<file path="src/rtl/ifu_pkg.sv">
// ifu_pkg: shared constants and types for the instruction fetch unit.
//   PC_INIT  - architectural reset PC
//   IM_MAX   - instruction memory depth in 32-bit words
//   PC_END   - first byte address past instruction memory
//   npc_sel_t - D-stage next-PC select encodings (shared with decode)
//   pc_err   - misalignment / out-of-range check for a fetch address
package ifu_pkg;

    localparam logic [31:0] PC_INIT = 32'h0000_3000;
    localparam int unsigned IM_MAX  = 1024;
    localparam logic [31:0] PC_END  = PC_INIT + 32'(4 * IM_MAX);

    typedef enum logic [1:0] {
        NPC_PC4 = 2'b00,
        NPC_BR  = 2'b01,
        NPC_J   = 2'b10,
        NPC_JR  = 2'b11
    } npc_sel_t;

    // True when pc is not word aligned or falls outside [PC_INIT, PC_END).
    function automatic logic pc_err(input logic [31:0] pc);
        return (pc[1:0] != 2'b00) || (pc < PC_INIT) || (pc >= PC_END);
    endfunction

endpackage

</file>
<file path="src/rtl/ifu_npc.sv">
// ifu_npc: combinational next-PC computation.
//   f_pc    in  32 - current fetch address
//   d_pc    in  32 - PC of the instruction in D
//   d_instr in  32 - instruction in D (branch offset / jump index source)
//   rs_val  in  32 - forwarded rs value for jr/jalr
//   npc_sel in  2  - next-PC select from decode
//   npc     out 32 - next PC
// All arithmetic wraps modulo 2^32.
module ifu_npc
    import ifu_pkg::*;
(
    input  logic [31:0] f_pc,
    input  logic [31:0] d_pc,
    input  logic [31:0] d_instr,
    input  logic [31:0] rs_val,
    input  logic [1:0]  npc_sel,
    output logic [31:0] npc
);

    logic [31:0] d_pc4;
    logic [31:0] br_off;
    logic        unused_opcode;

    assign d_pc4  = d_pc + 32'd4;
    // Sign-extended 16-bit word offset converted to a byte offset.
    assign br_off = {{14{d_instr[15]}}, d_instr[15:0], 2'b00};
    // Opcode bits play no part in target formation.
    assign unused_opcode = ^d_instr[31:26];

    always_comb begin
        npc = f_pc + 32'd4;
        case (npc_sel_t'(npc_sel))
            NPC_PC4: npc = f_pc + 32'd4;
            NPC_BR:  npc = d_pc4 + br_off;
            // Region bits come from the delay-slot address, i.e. d_pc + 4.
            NPC_J:   npc = {d_pc4[31:28], d_instr[25:0], 2'b00};
            NPC_JR:  npc = rs_val;
            default: npc = f_pc + 32'd4;
        endcase
    end

endmodule

</file>
<file path="src/rtl/ifu.sv">
// ifu: instruction fetch unit of the five-stage MIPS core.
// Holds the PC register and the IF/ID pipeline register. The instruction
// in F always proceeds to D on a non-stalled edge (delay slot), and the
// redirect target chosen from the D-stage instruction is fetched next.
//   clk      in  1  - clock, rising edge
//   rst_n    in  1  - asynchronous active-low reset
//   stall    in  1  - freeze PC and IF/ID
//   npc_sel  in  2  - next-PC select (PC+4 / branch / j / jr)
//   rs_val   in  32 - forwarded jr target
//   f_pc     out 32 - fetch address (registered)
//   f_instr  in  32 - instruction returned combinationally for f_pc
//   f_pc_err out 1  - f_pc misaligned or outside instruction memory
//   d_instr  out 32 - IF/ID instruction
//   d_pc     out 32 - IF/ID PC
//   d_valid  out 1  - IF/ID holds a fetched instruction
module ifu
    import ifu_pkg::*;
(
    input  logic        clk,
    input  logic        rst_n,
    input  logic        stall,
    input  logic [1:0]  npc_sel,
    input  logic [31:0] rs_val,
    output logic [31:0] f_pc,
    input  logic [31:0] f_instr,
    output logic        f_pc_err,
    output logic [31:0] d_instr,
    output logic [31:0] d_pc,
    output logic        d_valid
);

    logic [31:0] npc;

    ifu_npc u_npc (
        .f_pc    (f_pc),
        .d_pc    (d_pc),
        .d_instr (d_instr),
        .rs_val  (rs_val),
        .npc_sel (npc_sel),
        .npc     (npc)
    );

    // Stall has priority over any redirect: the D instruction is held, so
    // the same redirect is re-evaluated once the stall clears.
    always_ff @(posedge clk or negedge rst_n) begin
        if (!rst_n) begin
            f_pc    <= PC_INIT;
            d_instr <= '0;
            d_pc    <= '0;
            d_valid <= 1'b0;
        end else if (!stall) begin
            f_pc    <= npc;
            d_instr <= f_instr;
            d_pc    <= f_pc;
            d_valid <= 1'b1;
        end
    end

    // Flag only; fetch proceeds and exception logic decides what to do.
    assign f_pc_err = pc_err(f_pc);

endmodule
</file>
<file path="config.mk">
export PLATFORM = sky130hd
export DESIGN_NAME = ifu
export DESIGN_NICKNAME = d
export VERILOG_FILES = /design/src/rtl/ifu_pkg.sv /design/src/rtl/ifu_npc.sv /design/src/rtl/ifu.sv
export SDC_FILE = /design/constraint.sdc
export NUM_CORES = 1
export LEC_CHECK = 0
export ABC_AREA = 1
export CORE_ASPECT_RATIO = 1.1
export CORE_MARGIN = 3
export CORE_UTILIZATION = 53
export CTS_CLUSTER_SIZE = 24
export DETAILED_ROUTE_END_ITERATION = 12
export PLACE_DENSITY = 0.82
export SLEW_MARGIN = 20
export SYNTH_ARGS = -nofsm -noshare
export SYNTH_HDL_FRONTEND = slang
export SYNTH_SLANG_ARGS = --single-unit
</file>
<file path="constraint.sdc">
create_clock -name clk -period 3.9 [get_ports clk]
set_input_delay 1.17 -clock clk [delete_from_list [all_inputs] [get_ports clk]]
set_output_delay 1.17 -clock clk [all_outputs]
set_load 0.005 [all_outputs]
</file>
==> run metrics <==
1st-iter DRT viols 864; # clock sinks 97; worst hold slack 491 ps; Synth Flop Type dfrtp_1; worst path bufs/invs 2; sequential area share after synthesis 0.306; Synth async-reset ratio 1.00; ANT cells 0; CTS HTree Levels 3; delay-heaviest family, CP simple AND/OR/NAND/NOR gates; CTS root buf clkbuf_16; remaining global-route overflow 0; largest net degree at the start of global routing 79; initial antenna violation count 1; synth-to-layout area growth 27.5%; layout cells sized above 1 0.0535; Die Span Y 134 microns; FP Rows 46; Largest stage delay, worst path 420 ps; top-area cell type share of the netlist area 0.299; IO Pins 167; LEAKAGE 4.88 nW; RSZ-0062 raised after global routing no; Max-Cap Viols 0; slowest cell on the critical path dfrtp_1; WP data required 4160 ps; TritonCTS buffer count 9; startpoint types flop; Arrival @ worst endpoint 3760 ps; Detailed Routing Iterations Pass 1 8; worst vdd ir 289 uV; leading area contributor after synthesis dfrtp_1; CTS tree done; buffer count from post-CTS setup fixing 0; Cell Area, Synth 7940 sq um; GP Congestion 0.960; vias in the first global route 8310; Period minus WS final 3500 ps; min-delay worst type flop to flop; Final HPWL DP 22.7 mm; outcome finished clean; Die ar. 16500 sq um; syn_nets 1328; layout filler cell count 1277; drc violations 0; cells along the critical path ha_1 -> nand2_1 -> nor2_1 -> nand3_1 -> nor2_1 -> nand3_1 -> nor2_1 -> xor2_1 -> ha_1 -> nand2_1 -> inv_1 -> nand2_1 -> inv_1 -> nand2_1 -> or2_1 -> nand3_1 -> nand2_1 -> nand3_1 -> nand2_1 -> nand2_1 -> nand2_1; Cell variety after synth 52; Core Area 14600 sq um; Syn Inst Count 1221; Die Wd 123 microns; Port Buffers 166; count of final hold-check violations 0; fmax 0.285 GHz; DR vias 8844; Hold Buf Count CTS 0; CTS resizes 0; Setup violations, final 0; placed insts 1559; initial core utilization 0.545; Area contributors post-synth dfrtp_1, nand2_1, inv_1, ha_1, nand3_1; commonest non-fill, non-tap cells in the layout nand2_1, clkdlybuf4s50_1, inv_1; WL/cell 18.5 microns; PwrDens 398 nW/um^2; EDFF count, synth 0; Crit. End Element flop; most frequent CP cell nand2_1; worst-margin pin slew 763 ps; period utilization 0.898; Via density 5.62; Reg clk slew, reported paths 80 ps; commonest non-fill, non-tap cell in the layout nand2_1; Post-DRT Antenna Nets 0; nets 1485; Ys Warns 0; DRT Wirelength 29.1 mm; Setup CP Type flop to flop; GRT Total Usage 0.355; Final Skew 13.0 ps; Crit Path Max Fanout 5; pins over their slew limit 0; Seq cells post-synth 97; first-pass GRT wire length 45.0 mm; CTS Buffer Depth 2; final cell count without fillers 1575; TNS Setup 0 ps; syn avg cell area 6.50 sq um; Max-slew headroom 0.492; clk_lat worst skew 370 ps
-- state kept, by name, indices dropped and copies added (netlist names) --
signal   count
d_pc        32
f_pc        32
d_valid      1
d_instr     32
-- area by class of cell --
type,count,area (sq um),share of cell area
sequential,97,2430,0.240
inverter,154,578,0.0571
timing repair buffer,177,1750,0.173
tap,192,240,0.0237
clock buffer,9,225,0.0222
clock inverter,7,90.1,0.00890
multi-input combinational,939,4810,0.475
-- logic make-up after synthesis --
kind of cell / synth area share
DFF: 0.306
adders and majority gates: 0.0608
xor gates and xnor gates: 0.0419
buffers and inverters: 0.0881
and+or+nand+nor: 0.378
AOI/OAI and AO/OA: 0.125
-- per-layer routing --
metal  routed length, microns  vias up  part of all wire  track usage
li1                         -     4263                 -            -
met2                    13700      429              0.47        0.570
met5                       12        -           0.00041            0
met3                     2280       58             0.078       0.0620
met1                    12300     4092              0.42        0.484
met4                      861        2             0.030        0.122
-- through the flow --
stage | setup slack, ps | total power [mW] | util | cell area, sq um
final | 397 | 4.03 | 0.695 | 10100
after global routing | 90.6 | 4.26 | 0.695 | 10100
after CTS | 488 | 4.00 | 0.695 | 10100
after detailed placement | 521 | 3.01 | 0.674 | 9810
after global placement | 591 | 2.99 | 0.674 | 9810
after floorplan | 1090 | 2.26 | - | 7940
-- worst register-to-register path, delay by kind of cell (launching register included) --
kind	cells	cell delay [ps]
buffers and inverters	2	170
AND/OR/NAND/NOR	16	2140
adder cells (fa/ha/maj)	2	590
flip-flops	1	420
XOR/XNOR	1	90
-- power by group --
group | switching, mW | internal (mW)
combinational | 0.943 | 0.693
clock | 0.476 | 0.518
sequential | 0.251 | 1.15
-- synth_stat cells, types with 5 or more instances --
master      n
nor2_1     82
nand4_1    23
nor3_1     23
nand2_2     6
o21ai_1    19
inv_2      10
xor2_1     33
inv_1     142
o21ai_0    70
ha_1       37
a21oi_1    67
clkbuf_1   23
nand3_1    80
dfrtp_1    95
nand3b_1    9
nor2_4      7
nand2_1   422
xnor2_1     5
-- worst paths after layout --
path	startpoint	to	slack, ps	cells after the start
max	d_pc[2]	f_pc[27]	400	21
min	d_instr[31]	d_instr[31]	490	2
max reg2reg	d_pc[2]	f_pc[27]	400	21
min reg2reg	d_instr[31]	d_instr[31]	490	2
max in group asynchronous	rst_n	f_pc[13]	2340	2
min in group asynchronous	rst_n	f_pc[4]	790	1
Note: power is estimated with default switching activity, not from simulation.
